File: config.mk
export PLATFORM = sky130hd
export DESIGN_NAME = amo_lrsc_ctrl
export DESIGN_NICKNAME = d
export VERILOG_FILES = /design/src/rtl/amo_lrsc_ctrl.sv
export SDC_FILE = /design/constraint.sdc
export NUM_CORES = 1
export LEC_CHECK = 0
export BUFFER_PORTS_ARGS = -buffer_cell sky130_fd_sc_hd__buf_2
export CORE_MARGIN = 4
export CORE_UTILIZATION = 45
export DETAILED_ROUTE_END_ITERATION = 10
export PLACE_DENSITY = 0.66
export SYNTH_ARGS = -nofsm -noshare
export SYNTH_HDL_FRONTEND = slang
export SYNTH_SLANG_ARGS = --single-unit
File: constraint.sdc
create_clock -name clk_i -period 8.2 [get_ports clk_i]
set_input_delay 1.64 -clock clk_i [delete_from_list [all_inputs] [get_ports clk_i]]
set_output_delay 1.64 -clock clk_i [all_outputs]
set_load 0.02 [all_outputs]
File: src/rtl/amo_lrsc_ctrl.sv
// RV32A atomic sequencer: runs LR.W / SC.W / AMO*.W as load and/or store
// transactions on a single-ported data memory and owns the load reservation.
module amo_lrsc_ctrl #(
    parameter int XLEN   = 32,
    parameter int ADDR_W = 32
) (
    input  logic              clk_i,
    input  logic              rst_i,
    input  logic              req_valid_i,
    output logic              req_ready_o,
    input  logic [31:0]       req_instr_i,
    input  logic [ADDR_W-1:0] req_addr_i,
    input  logic [XLEN-1:0]   req_data_i,
    output logic              resp_valid_o,
    input  logic              resp_ready_i,
    output logic [XLEN-1:0]   resp_data_o,
    output logic              resp_err_o,
    output logic              mem_req_valid_o,
    input  logic              mem_req_ready_i,
    output logic              mem_req_we_o,
    output logic [ADDR_W-1:0] mem_req_addr_o,
    output logic [XLEN-1:0]   mem_req_wdata_o,
    input  logic              mem_rsp_valid_i,
    input  logic [XLEN-1:0]   mem_rsp_rdata_i,
    input  logic              resv_clr_i,
    output logic              resv_valid_o
);

    localparam logic [6:0] OPC_AMO  = 7'b0101111;
    localparam logic [2:0] F3_WORD  = 3'b010;
    localparam logic [4:0] F5_LR    = 5'b00010;
    localparam logic [4:0] F5_SC    = 5'b00011;
    localparam logic [4:0] F5_SWAP  = 5'b00001;
    localparam logic [4:0] F5_ADD   = 5'b00000;
    localparam logic [4:0] F5_XOR   = 5'b00100;
    localparam logic [4:0] F5_AND   = 5'b01100;
    localparam logic [4:0] F5_OR    = 5'b01000;
    localparam logic [4:0] F5_MIN   = 5'b10000;
    localparam logic [4:0] F5_MAX   = 5'b10100;
    localparam logic [4:0] F5_MINU  = 5'b11000;
    localparam logic [4:0] F5_MAXU  = 5'b11100;

    typedef enum logic [2:0] {
        IDLE,
        LD_REQ,
        LD_WAIT,
        ALU,
        ST_REQ,
        ST_WAIT,
        RESP
    } state_t;

    state_t             state;
    logic [31:0]        instr_q;
    logic [ADDR_W-1:0]  addr_q;
    logic [XLEN-1:0]    data_q;
    logic [XLEN-1:0]    old_q;
    logic               resv_valid;
    logic [ADDR_W-1:0]  resv_addr;

    logic [4:0]         req_f5;
    logic               req_f5_ok;
    logic               req_legal;
    logic               req_misaligned;
    logic               req_is_sc;
    logic [4:0]         op_f5;
    logic               op_is_lr;
    logic               op_is_sc;
    logic [XLEN-1:0]    alu_result;
    logic               unused_instr_bits;

    assign req_f5         = req_instr_i[31:27];
    assign req_is_sc      = (req_f5 == F5_SC);
    assign req_misaligned = |req_addr_i[1:0];

    always_comb begin
        req_f5_ok = 1'b0;
        case (req_f5)
            F5_LR, F5_SC, F5_SWAP, F5_ADD, F5_XOR, F5_AND,
            F5_OR, F5_MIN, F5_MAX, F5_MINU, F5_MAXU: req_f5_ok = 1'b1;
            default:                                 req_f5_ok = 1'b0;
        endcase
    end

    // LR has no source data, so a nonzero rs2 field is a reserved encoding.
    assign req_legal = (req_instr_i[6:0] == OPC_AMO) &&
                       (req_instr_i[14:12] == F3_WORD) &&
                       req_f5_ok &&
                       ((req_f5 != F5_LR) || (req_instr_i[24:20] == 5'd0));

    assign op_f5    = instr_q[31:27];
    assign op_is_lr = (op_f5 == F5_LR);
    assign op_is_sc = (op_f5 == F5_SC);

    // Only funct5 of the latched word matters once the request is accepted.
    assign unused_instr_bits = ^instr_q[26:0];

    // Ties in the min/max family keep the value already in memory.
    always_comb begin
        alu_result = '0;
        case (op_f5)
            F5_SWAP: alu_result = data_q;
            F5_ADD:  alu_result = old_q + data_q;
            F5_XOR:  alu_result = old_q ^ data_q;
            F5_AND:  alu_result = old_q & data_q;
            F5_OR:   alu_result = old_q | data_q;
            F5_MIN:  alu_result = ($signed(old_q) <= $signed(data_q)) ? old_q : data_q;
            F5_MAX:  alu_result = ($signed(old_q) >= $signed(data_q)) ? old_q : data_q;
            F5_MINU: alu_result = (old_q <= data_q) ? old_q : data_q;
            F5_MAXU: alu_result = (old_q >= data_q) ? old_q : data_q;
            default: alu_result = '0;
        endcase
    end

    assign mem_req_addr_o = addr_q;
    assign resv_valid_o   = resv_valid;

    always_ff @(posedge clk_i or posedge rst_i) begin
        if (rst_i) begin
            state           <= IDLE;
            req_ready_o     <= 1'b1;
            resp_valid_o    <= 1'b0;
            resp_data_o     <= '0;
            resp_err_o      <= 1'b0;
            mem_req_valid_o <= 1'b0;
            mem_req_we_o    <= 1'b0;
            mem_req_wdata_o <= '0;
            instr_q         <= '0;
            addr_q          <= '0;
            data_q          <= '0;
            old_q           <= '0;
            resv_valid      <= 1'b0;
            resv_addr       <= '0;
        end else begin
            case (state)
                IDLE: begin
                    if (req_valid_i) begin
                        instr_q     <= req_instr_i;
                        addr_q      <= req_addr_i;
                        data_q      <= req_data_i;
                        req_ready_o <= 1'b0;
                        resp_err_o  <= 1'b0;
                        if (!req_legal || req_misaligned) begin
                            resp_err_o   <= 1'b1;
                            resp_data_o  <= '0;
                            resp_valid_o <= 1'b1;
                            state        <= RESP;
                        end else if (req_is_sc) begin
                            // The reservation is consumed whether or not the SC succeeds.
                            resv_valid <= 1'b0;
                            if (resv_valid && (resv_addr == req_addr_i)) begin
                                mem_req_valid_o <= 1'b1;
                                mem_req_we_o    <= 1'b1;
                                mem_req_wdata_o <= req_data_i;
                                state           <= ST_REQ;
                            end else begin
                                resp_data_o  <= XLEN'(1);
                                resp_valid_o <= 1'b1;
                                state        <= RESP;
                            end
                        end else begin
                            mem_req_valid_o <= 1'b1;
                            mem_req_we_o    <= 1'b0;
                            state           <= LD_REQ;
                        end
                    end
                end
                LD_REQ: begin
                    if (mem_req_ready_i) begin
                        mem_req_valid_o <= 1'b0;
                        state           <= LD_WAIT;
                    end
                end
                LD_WAIT: begin
                    if (mem_rsp_valid_i) begin
                        if (op_is_lr) begin
                            resv_addr    <= addr_q;
                            resv_valid   <= 1'b1;
                            resp_data_o  <= mem_rsp_rdata_i;
                            resp_valid_o <= 1'b1;
                            state        <= RESP;
                        end else begin
                            old_q <= mem_rsp_rdata_i;
                            state <= ALU;
                        end
                    end
                end
                ALU: begin
                    mem_req_valid_o <= 1'b1;
                    mem_req_we_o    <= 1'b1;
                    mem_req_wdata_o <= alu_result;
                    if (resv_addr == addr_q) begin
                        resv_valid <= 1'b0;
                    end
                    state <= ST_REQ;
                end
                ST_REQ: begin
                    if (mem_req_ready_i) begin
                        mem_req_valid_o <= 1'b0;
                        state           <= ST_WAIT;
                    end
                end
                ST_WAIT: begin
                    if (mem_rsp_valid_i) begin
                        resp_data_o  <= op_is_sc ? '0 : old_q;
                        resp_valid_o <= 1'b1;
                        state        <= RESP;
                    end
                end
                RESP: begin
                    if (resp_ready_i) begin
                        resp_valid_o <= 1'b0;
                        req_ready_o  <= 1'b1;
                        state        <= IDLE;
                    end
                end
                default: begin
                    state <= IDLE;
                end
            endcase
            // External kill overrides any reservation update made above, including LR completion.
            if (resv_clr_i) begin
                resv_valid <= 1'b0;
            end
        end
    end

endmodule
## After elaboration in Yosys (flattened, before gate mapping)

Memory sizes are Yosys's and may differ from the RTL's.
Cells that the tools add are included.

| cells by class | value |
|---|---|
| add/sub/neg operators | 1 |
| magnitude comparators | 4 |
| equality and inequality tests | 42 |
| multiplexer cells | 59 |
| bitwise gates (word level) | 4 |
| reductions and logical operators | 29 |

Operators by type and width:

| operator | number |
|---|---|
| $mux W32 | 16 |
| $pmux W32 S9 | 1 |
| $pmux W32 S3 | 1 |
| $eq A32 B32 Y1 | 2 |
| $ge A32 B32 Y1 | 2 |
| $le A32 B32 Y1 | 2 |
| $pmux W32 S2 | 1 |
| $add A32 B32 Y32 | 1 |
| $and A32 B32 Y32 | 1 |
| $or A32 B32 Y32 | 1 |
| $xor A32 B32 Y32 | 1 |
| $mux W3 | 9 |
| $ne A3 B3 Y1 const B | 9 |
| $mux W1 | 24 |
| $pmux W3 S7 | 1 |
| $eq A5 B5 Y1 const B | 4 |
| $ne A2 B2 Y1 const B | 10 |
| $eq A5 B2 Y1 const B | 3 |
| $reduce_and A7 Y1 | 2 |
| $eq A5 B4 Y1 const B | 2 |
| $logic_not A5 Y1 | 2 |
| $reduce_and A5 Y1 | 2 |
| $eq A3 B2 Y1 const B | 3 |
| $eq A3 B3 Y1 const B | 3 |
| other kinds (24) | 36 |

| word-level totals | value |
|---|---|
| register bits after elaboration | 233 |
| memory bits (read-only) | 32 |
| input port bits | 135 |
| output and inout bits | 102 |
| word-level logic and storage cells | 154 |
| memories kept | 1 |

Memories:

| name | depth | bits a word | read ports | clocked after Yosys merged registers in | write ports | RTL line | RTL |
|---|---|---|---|---|---|---|---|
| (no name shown) | 32 | 1 | 1 | 0 | 0 | 78 | `case (req_f5)` |

## Logic depth before layout (Yosys ltp)

Gate-level depths: netlist (run 1).

| logic depth | value |
|---|---|
| word-level depth | 10 |
| mapped depth | 14 |
| gate-level depth less buffers | 11 |

## Worst setup path before layout (run 1)

Ideal clock, no wire load.

| timing path | value |
|---|---|
| path type | input port to flip-flop |
| start | input port req_instr_i[21] |
| end | register mem_req_wdata_o[7] |
| setup time | 0.137 ns |
| arrival | 3.716 ns |
| required time | 8.063 ns |
| setup slack | 4.347 ns |
| stages on the path | 11 |
| path buffers | 3 |
| cells stage by stage | or4_1 > o21bai_1 > a21oi_1 > o31ai_1 > a31o_2 > buf_2 > buf_2 > buf_1 > nand2_1 > o21ai_0 > o221ai_2 |

| between the ends | value |
|---|---|
| cells in the longest elaborated chain, start to end | 7 |

Ends and longest elaborated chain:

| element | RTL line | RTL |
|---|---|---|
| from (decl) | 11 | `input logic [31:0] req_instr_i,` |
| $logic_not A5 Y1 | 89 | `((req_f5 != F5_LR) \|\| (req_instr_i[24:20] == 5'd0));` |
| $logic_or A1 B1 Y1 | 89 |  |
| $logic_and A1 B1 Y1 | 88 | `req_f5_ok &&` |
| $logic_not A1 Y1 | 143 | `if (!req_legal \|\| req_misaligned) begin` |
| $logic_or A1 B1 Y1 | 143 |  |
| $ne A2 B2 Y1 (no source line) | -- |  |
| $reduce_and A5 Y1 (no source line) | -- |  |
| to (signal assigned) | 154 | `mem_req_wdata_o <= req_data_i;` |
| to (signal assigned) | 191 | `mem_req_wdata_o <= alu_result;` |
| to (decl) | 22 | `output logic [XLEN-1:0] mem_req_wdata_o,` |

No other way between the ends.
A chain may end at the register's enable or synchronous reset.

## Worst setup path in the final report (run 1)

| timing path | value |
|---|---|
| start | input port req_addr_i[0] |
| end | register mem_req_wdata_o[27] |

| between the ends | value |
|---|---|
| cells in the longest elaborated chain, start to end | 4 |
| elaborated cells between the ends (all ways) | 7 |
| those cells by class | eq/ne (3); reduce/logical (4) |

Ends and longest elaborated chain:

| element | RTL line | RTL |
|---|---|---|
| from (decl) | 12 | `input logic [ADDR_W-1:0] req_addr_i,` |
| $eq A32 B32 Y1 or $reduce_or A2 Y1 (tied branches) | 151, 74 |  |
| $logic_and A1 B1 Y1 or $logic_or A1 B1 Y1 (tied branches) | 151, 143 |  |
| $ne A2 B2 Y1 (no source line) | -- |  |
| $reduce_and A5 Y1 (no source line) * | -- |  |

Mark *: on every way between the ends. The rest lies on a longest branch, timed or not.

==> results of run 1 <==
[power by group through the flow]
stage / Sequential [mW] / Clock, mW / Combinational, mW
final: 1.96 / 1.14 / 4.08
after global routing: 2.04 / 1.21 / 4.50
after CTS: 1.95 / 1.17 / 4.07
after detailed placement: 1.97 / 0 / 4.05
after global placement: 1.95 / 0 / 3.97
after floorplan: 2.13 / 0 / 2.76
[state kept, by name, summed over array words and instances (netlist names)]
name	flops
resp_err_o	1
mem_req_we_o	1
mem_req_addr_o	32
req_ready_o	1
resv_valid_o	1
old_q	32
mem_req_wdata_o	32
data_q	32
resp_data_o	32
state	3
instr_q	5
resp_valid_o	1
mem_req_valid_o	1
resv_addr	32
[synthesized netlist by cell type (all sizes together) (5+ instances only)]
master   count  area, um2
o21bai       9       67.6
o2111ai      6       52.6
mux2        71        800
nor2b        8       50.1
ha          96       1200
nor3        21        105
o31ai        8       65.1
xor2        35        307
inv         91        342
a311oi       9       78.8
o221ai       6       58.8
nand4       19        119
buf         28        166
o211ai       7       52.6
a221oi      34        354
clkbuf      68        255
a22oi       35        263
mux2i       31        310
o22ai       17        106
nand2      151        574
nand3       36        185
a21oi      121        606
nor2       104        390
o22a         7       61.3
a21o        11       82.6
dfrtp      205       5130
nor4        21        131
a211oi      12       90.1
and2         5       31.3
xnor2       49        429
a2111oi      5       45.0
a41oi        5       43.8
o21ai      122        611
or3          5       36.3
[metal layers]
layer	vias up	wire [um]	global-route usage
met5	-	55	0
met4	8	979	0.0633
met3	65	3620	0.0536
met2	413	18800	0.383
met1	5810	17700	0.326
li1	5783	-	-
[metrics by stage]
step	std cells	util
5_1_grt	2094	0.534
4_1_cts	2094	0.534
3_3_place_gp	2050	0.505
3_5_place_dp	2050	0.505
2_1_floorplan	1515	-
6_report	2094	0.534
[layout make-up]
class	instances	share of cell area
Clock inverter	6	0.00526
Inverter	91	0.0219
Timing Repair Buffer	241	0.0783
Tap cell	390	0.0306
Clock buffer	38	0.0486
Sequential cell	206	0.323
Multi-Input combinational cell	1122	0.492
[how the worst max path moves through the flow]
stage          slack, ns           from  cells after the start                         endpoint
2_1_floorplan       0.94          rst_i                      1            data_q[0]$_DFFE_PP0P_
3_3_place_gp        3.00  req_addr_i[0]                      9  mem_req_wdata_o[27]$_DFFE_PP0P_
3_5_place_dp        2.92  req_addr_i[0]                      9  mem_req_wdata_o[27]$_DFFE_PP0P_
4_1_cts             3.48  req_addr_i[0]                      9  mem_req_wdata_o[27]$_DFFE_PP0P_
5_1_grt             3.20  req_addr_i[0]                      9  mem_req_wdata_o[22]$_DFFE_PP0P_
6_report            3.51  req_addr_i[0]                      9  mem_req_wdata_o[27]$_DFFE_PP0P_
[cells by family (layout without fill, tap and decap cells)]
| family | after synthesis | count (layout) | synth area share |
|---|---|---|---|
| AO/OA/AOI/OAI | 444 | 444 | 0.212 |
| AND/OR/NAND/NOR | 395 | 395 | 0.133 |
| flip-flops | 206 | 206 | 0.376 |
| buffers and inverters | 187 | 376 | 0.0557 |
| multiplexers | 102 | 102 | 0.0810 |
| adder cells (fa/ha/maj) | 97 | 97 | 0.0891 |
| XOR/XNOR | 84 | 84 | 0.0537 |
==> flow_summary.toml, run 1 <==
[synthesis]
netlist_area_um2 = 13700
synth-edff-count = 0
yosys_most_used_dff = "dfrtp_1"
yosysWarnings = 0
avgSynthCellArea_um2 = 9.04
synth_cell_types = 75
seq_area_frac_synth = 0.376
syn_inst = 1515
ys_ff_latch = 206
syn_nets = 1747
synthArstFlopShare = 1.00

[critical_path]
crit_fanout = 57
slowest_delay_ns = 0.79
r2r_slack_ns = 3.77
path_cells = "buf_2 -> nor4b_1 -> nand3_1 -> o31ai_1 -> a31o_4 -> buf_4 -> o2111ai_1 -> a221oi_1 -> a21oi_1"
cp_data_arrival_time_ns = 5.09
r2r-end = "mem_req_wdata_o[9]$_DFFE_PP0P_"
crit_slowest_cell = "nor4b_1"
critPathBufInv = 2
critPathTopFamily = "compound AO/OA/AOI/OAI gates"
reg2reg_depth = 11
cp-end-kind = "flop"
critical_path_class = "input port to flop"
start_kind = "input port"
worst_ep_required_time_ns = 8.60
worst_r2r_startpoint = "old_q[31]$_DFFE_PP0P_"

[final_layout]
n_fill_cell = 2777
area_delta_synth_final_pct = 16.3
seq_area_um2 = 5160
drive_gt1_frac = 0.228
multi_input_area_um2 = 7840
final_cell_mix = "buf_2 (224), dfrtp_1 (205), nand2_1 (149)"
layout.nets = 1918
finalInstanceArea_um2 = 15900
diodes = 0
final_common_cell = "buf_2"

[global_routing]
grt_pass1_wl_mm = 65.0
groute.usage.overall = 0.238
gr-total-overflow = 0
grt_pass1_vias = 12035
grt_max_degree = 146
antenna_found_initial = 4

[routing]
dr_total_vias = 12079
drt_pass1_iterations = 6
totalWireLength_mm = 41.2
ant_nets = 0
via_per_inst = 5.77
wl_per_cell_um = 19.7
drc = 0
drt_iter0_markers = 1069

[power]
pwr-share-seq = 0.273
clkPwrFrac = 0.159
p_switching_mw = 3.45
finalPower_mw = 7.18
pwr-share-comb = 0.568
p_per_area_nw_per_um2 = 451
leakagePower_nw = 7.26
p_sw_frac = 0.480
peakVddDrop_v = 0.000221
intPower_mw = 3.73

[sta]
finalCritPeriodShare = 0.572
tns_ns = 0
setup_viol = 0
layout_setup_ws_ns = 3.51
skew_ns = 0.0150
slew_headroom = 0.319
timing.hold.ws_ns = 0.504
maxSlewViolCount = 0
worst_slew_pin_slew_ns = 1.02
finalCriticalPeriod_ns = 4.69
rsz0062_at_grt = "no"
hold_violations = 0
max_freq_mhz = 213

[clock_tree]
cts_buffers = 24
cts-root-buf = "clkbuf_16"
worstSkewPairLatency_ns = 0.53
postCtsSetupBuffers = 0
cts_max_path_buffers = 3
cts_hold_buffers = 0
cts_tree = "done"
cts.sinks = 206
cts_resized = 0
path_clk_slew_ns = 0.06
htreeDepth = 1

[place]
placed_area_um2 = 15100
globalplace.congestion = 0.959
dp_slack_ns = 2.92
hpwl_mm = 28.8
io_buffers = 224

[worst_hold_path]
hold_start = "mem_req_valid_o$_DFFE_PP0P_"
holdPathStages = 1
hp-class = "flop to flop"
hold_end = "mem_req_valid_o$_DFFE_PP0P_"

[die]
core_area_um2 = 29900
initial_core_util = 0.459
die-area_um2 = 33300
rows = 63
io_pins = 237
die_y_um = 183
die_w_um = 183

[run_status]
status = "completed"

[job]
cap_violations = 0
No activity file was read; power rests on OpenSTA's default activity.
==> run 2: changes to the inputs <==
==> constraint.sdc (replaced) <==
create_clock -name clk_i -period 4.4 [get_ports clk_i]
set_input_delay 0.88 -clock clk_i [delete_from_list [all_inputs] [get_ports clk_i]]
set_output_delay 0.88 -clock clk_i [all_outputs]
set_load 0.02 [all_outputs]
==> flow_summary.toml, run 2 (synthesized netlist as in run 1, its figures left out) <==
[global_routing]
gr-total-overflow = 0
grt_max_degree = 76
grt_pass1_vias = 12080
groute.usage.overall = 0.242
antenna_found_initial = 6
grt_pass1_wl_mm = 66.2

[place]
io_buffers = 224
globalplace.congestion = 0.907
placed_area_um2 = 15300
dp_slack_ns = 0.551
hpwl_mm = 30.0

[critical_path]
crit_slowest_cell = "nor4_1"
crit_fanout = 11
cp-end-kind = "flop"
cp_data_arrival_time_ns = 4.31
worst_r2r_startpoint = "old_q[30]$_DFFE_PP0P_"
reg2reg_depth = 12
critical_path_class = "flop to flop"
start_kind = "flop"
endpoint = "mem_req_wdata_o[15]$_DFFE_PP0P_"
path_cells = "inv_1 -> ha_1 -> inv_2 -> a221oi_2 -> o21bai_1 -> nor4_1 -> a2111oi_1 -> o31ai_2 -> nand3_2 -> buf_4 -> a221oi_1 -> a211oi_1"
slowest_delay_ns = 0.61
worst_ep_required_time_ns = 4.79
r2r-end = "mem_req_wdata_o[15]$_DFFE_PP0P_"
crit_start = "old_q[30]$_DFFE_PP0P_"
r2r_slack_ns = 0.48

[final_layout]
final_cell_mix = "buf_2 (224), dfrtp_1 (205), nand2_1 (149)"
area_delta_synth_final_pct = 18.0
drive_gt1_frac = 0.237
layout.nets = 1935
final_common_cell = "buf_2"
finalInstanceArea_um2 = 16200

[routing]
drt_pass1_iterations = 5
dr_total_vias = 12224
totalWireLength_mm = 41.6
ant_nets = 0
drc = 0
drt_iter0_markers = 1012
wl_per_cell_um = 19.7
via_per_inst = 5.79

[power]
intPower_mw = 7.14
p_sw_frac = 0.477
pwr-share-seq = 0.268
finalPower_mw = 13.6
clkPwrFrac = 0.164
p_switching_mw = 6.51
leakagePower_nw = 7.36
pwr-share-comb = 0.568
peakVddDrop_v = 0.000471
p_per_area_nw_per_um2 = 844

[clock_tree]
worstSkewPairLatency_ns = 0.54
cts_tree = "done"
cts-root-buf = "clkbuf_16"
path_clk_slew_ns = 0.06
cts_max_path_buffers = 3
cts.sinks = 206
cts_buffers = 25
postCtsSetupBuffers = 0
cts_resized = 0
htreeDepth = 1
cts_hold_buffers = 0

[die]
die-area_um2 = 33300
core_area_um2 = 29900
die_w_um = 183
initial_core_util = 0.459
rows = 63
die_y_um = 183
io_pins = 237

[sta]
setup_viol = 0
hold_violations = 0
rsz0062_at_grt = "no"
skew_ns = 0.0166
finalCriticalPeriod_ns = 3.92
layout_setup_ws_ns = 0.484
maxSlewViolCount = 0
worst_slew_pin_slew_ns = 1.01
tns_ns = 0
max_freq_mhz = 255
slew_headroom = 0.323
finalCritPeriodShare = 0.890

[run_status]
status = "completed"

[worst_hold_path]
hp-class = "input port to async pin"

[job]
cap_violations = 0
[run 2: power by group through the flow]
stage / clock, mW / combinational (mW) / sequential (mW)
global placement: 0 / 7.55 / 3.63
detailed placement: 0 / 7.68 / 3.67
CTS: 2.29 / 7.72 / 3.65
finish: 2.24 / 7.75 / 3.66
floorplan: 0 / 5.15 / 3.97
global route: 2.35 / 8.54 / 3.79
[run 2: worst min-delay path by stage]
stage / cells past startpoint / slack (ns) / from / end
after detailed placement: 1 / 0.50 / mem_req_valid_o$_DFFE_PP0P_ / mem_req_valid_o$_DFFE_PP0P_
after floorplan: 2 / 0.52 / data_q[10]$_DFFE_PP0P_ / mem_req_wdata_o[10]$_DFFE_PP0P_
after CTS: 2 / 0.47 / rst_i / resp_data_o[27]$_DFFE_PP0P_
after global routing: 2 / 0.48 / resv_clr_i / resv_valid_o$_DFFE_PP0P_
final: 2 / 0.47 / rst_i / resp_data_o[26]$_DFFE_PP0P_
after global placement: 2 / 0.50 / resp_data_o[19]$_DFFE_PP0P_ / resp_data_o[19]$_DFFE_PP0P_
[run 2: final cells by class]
type / instances / area (um2)
Antenna cell: 1 / 2.50
Clock buffer: 29 / 671
Clock inverter: 17 / 226
Fill cell: 2758 / 13700
Inverter: 91 / 345
Multi-Input combinational cell: 1122 / 7840
Sequential cell: 206 / 5160
Tap cell: 390 / 488
Timing Repair Buffer: 257 / 1440
[run 2: critical path: cells and delay by family, from the launching register on]
family | cells | cell delay [ns]
AO/OA/AOI/OAI | 6 | 1.43
adder cells (fa/ha/maj) | 1 | 0.47
buffers and inverters | 3 | 0.51
flip-flops | 1 | 0.45
AND/OR/NAND/NOR | 2 | 0.91
[run 2: stage by stage]
step                      hold slack, ns  utilization  cells
after floorplan                    0.516            -   1515
after global placement             0.500        0.511   2066
after detailed placement           0.499        0.511   2066
after CTS                          0.468        0.541   2112
after global routing               0.484        0.541   2112
final                              0.472        0.541   2113
[run 2: per-layer routing]
metal	up-vias	global-route usage	part of all wire
li1	5824	-	-
met1	5863	0.329	0.43
met2	447	0.396	0.46
met3	80	0.0496	0.076
met4	10	0.0627	0.028
met5	-	0	0.0019
==> run 3: changes to the inputs <==
--- a/config.mk
+++ b/config.mk
@@ -8,6 +8,7 @@
 export BUFFER_PORTS_ARGS = -buffer_cell sky130_fd_sc_hd__buf_2
 export CORE_MARGIN = 4
 export CORE_UTILIZATION = 45
+export CTS_BUF_LIST = sky130_fd_sc_hd__clkbuf_8 sky130_fd_sc_hd__clkbuf_16
 export DETAILED_ROUTE_END_ITERATION = 10
 export PLACE_DENSITY = 0.66
 export SYNTH_ARGS = -nofsm -noshare
==> flow_summary.toml, run 3 (synthesized netlist as in run 1, its figures left out) <==
[place]
globalplace.congestion = 0.907
hpwl_mm = 30.0
io_buffers = 224

[clock_tree]
cts_buffers = 25
cts_tree = "done"
cts.sinks = 206
worstSkewPairLatency_ns = 0.54
path_clk_slew_ns = 0.06
cts_max_path_buffers = 3
htreeDepth = 1
cts_resized = 0
cts-root-buf = "clkbuf_16"
cts_hold_buffers = 0
postCtsSetupBuffers = 0

[sta]
max_freq_mhz = 256
tns_ns = 0
rsz0062_at_grt = "no"
setup_viol = 0
maxSlewViolCount = 0
finalCritPeriodShare = 0.889
hold_violations = 0
worst_slew_pin_slew_ns = 1.01
timing.hold.ws_ns = 0.473
slew_headroom = 0.325
finalCriticalPeriod_ns = 3.91
skew_ns = 0.0166

[routing]
drt_pass1_iterations = 5
ant_nets = 0
totalWireLength_mm = 41.6
via_per_inst = 5.80
wl_per_cell_um = 19.7
drt_iter0_markers = 1012
drc = 0
dr_total_vias = 12246

[final_layout]
area_delta_synth_final_pct = 18.0
multi_input_area_um2 = 7840
n_fill_cell = 2758
final_common_cell = "buf_2"
layout.nets = 1935
drive_gt1_frac = 0.237
final_util = 0.541
final_cell_mix = "buf_2 (224), dfrtp_1 (205), nand2_1 (149)"
seq_area_um2 = 5160

[critical_path]
worst_r2r_startpoint = "old_q[30]$_DFFE_PP0P_"
cp-end-kind = "flop"
r2r-end = "mem_req_wdata_o[15]$_DFFE_PP0P_"
r2r_slack_ns = 0.49
cp_data_arrival_time_ns = 4.31
crit_start = "old_q[30]$_DFFE_PP0P_"
crit_fanout = 11
worst_ep_required_time_ns = 4.79
reg2reg_depth = 12
endpoint = "mem_req_wdata_o[15]$_DFFE_PP0P_"
critical_path_class = "flop to flop"
start_kind = "flop"

[power]
clkPwrFrac = 0.164
peakVddDrop_v = 0.000471
intPower_mw = 7.13
p_switching_mw = 6.51
p_per_area_nw_per_um2 = 843
p_sw_frac = 0.477
leakagePower_nw = 7.36
finalPower_mw = 13.6
pwr-share-comb = 0.568
pwr-share-seq = 0.268

[global_routing]
groute.usage.overall = 0.242
grt_pass1_vias = 12080
grt_max_degree = 76
antenna_found_initial = 6
grt_pass1_wl_mm = 66.2
gr-total-overflow = 0

[job]
cap_violations = 0

[die]
initial_core_util = 0.459
core_area_um2 = 29900
die_w_um = 183
io_pins = 237
die_y_um = 183
rows = 63
die-area_um2 = 33300

[worst_hold_path]
hp-class = "input port to async pin"

[run_status]
status = "completed"
## run 3: area by class of cell
cell class,instances,share of cell area
Multi-Input combinational cell,1122,0.485
Clock inverter,18,0.0142
Tap cell,390,0.0302
Timing Repair Buffer,257,0.0893
Clock buffer,28,0.0412
Antenna cell,1,0.000155
Inverter,91,0.0214
Sequential cell,206,0.319
## run 3: metrics by stage
stage	cells	area [um2]	setup slack (ns)
global placement	2066	15300	0.622
CTS	2112	16200	0.578
finish	2113	16200	0.488
detailed placement	2066	15300	0.551
floorplan	1515	13700	0.849
global route	2112	16200	0.234
## run 3: power by group through the flow
stage | clock (mW) | sequential (mW) | combinational [mW]
floorplan | 0 | 3.97 | 5.15
global placement | 0 | 3.63 | 7.55
detailed placement | 0 | 3.67 | 7.68
CTS | 2.29 | 3.65 | 7.72
global route | 2.35 | 3.79 | 8.54
finish | 2.24 | 3.66 | 7.75
## run 3: how the worst min path moves through the flow
stage                                            from                         endpoint  slack, ns  cells past startpoint
final                                           rst_i      resp_data_o[26]$_DFFE_PP0P_       0.47                      2
after global routing                       resv_clr_i         resv_valid_o$_DFFE_PP0P_       0.48                      2
after CTS                                       rst_i      resp_data_o[27]$_DFFE_PP0P_       0.47                      2
after detailed placement  mem_req_valid_o$_DFFE_PP0P_      mem_req_valid_o$_DFFE_PP0P_       0.50                      1
after global placement    resp_data_o[19]$_DFFE_PP0P_      resp_data_o[19]$_DFFE_PP0P_       0.50                      2
after floorplan                data_q[10]$_DFFE_PP0P_  mem_req_wdata_o[10]$_DFFE_PP0P_       0.52                      2
## run 3: layer usage
metal	track usage	up-vias	routed length, um	part of all wire
met3	0.0496	80	3140	0.076
met5	0	-	78	0.0019
met2	0.396	452	19200	0.46
met4	0.0627	10	1150	0.028
met1	0.329	5881	18000	0.43
li1	-	5823	-	-
## run 3: worst max-delay path: stages, from the launching register on
cell and delay (ns):
dfrtp_1 0.45, inv_1 0.10, ha_1 0.47, inv_2 0.10, a221oi_2 0.30, o21bai_1 0.13, nor4_1 0.61, a2111oi_1 0.21
o31ai_2 0.33, nand3_2 0.30, buf_4 0.30, a221oi_1 0.38, a211oi_1 0.08
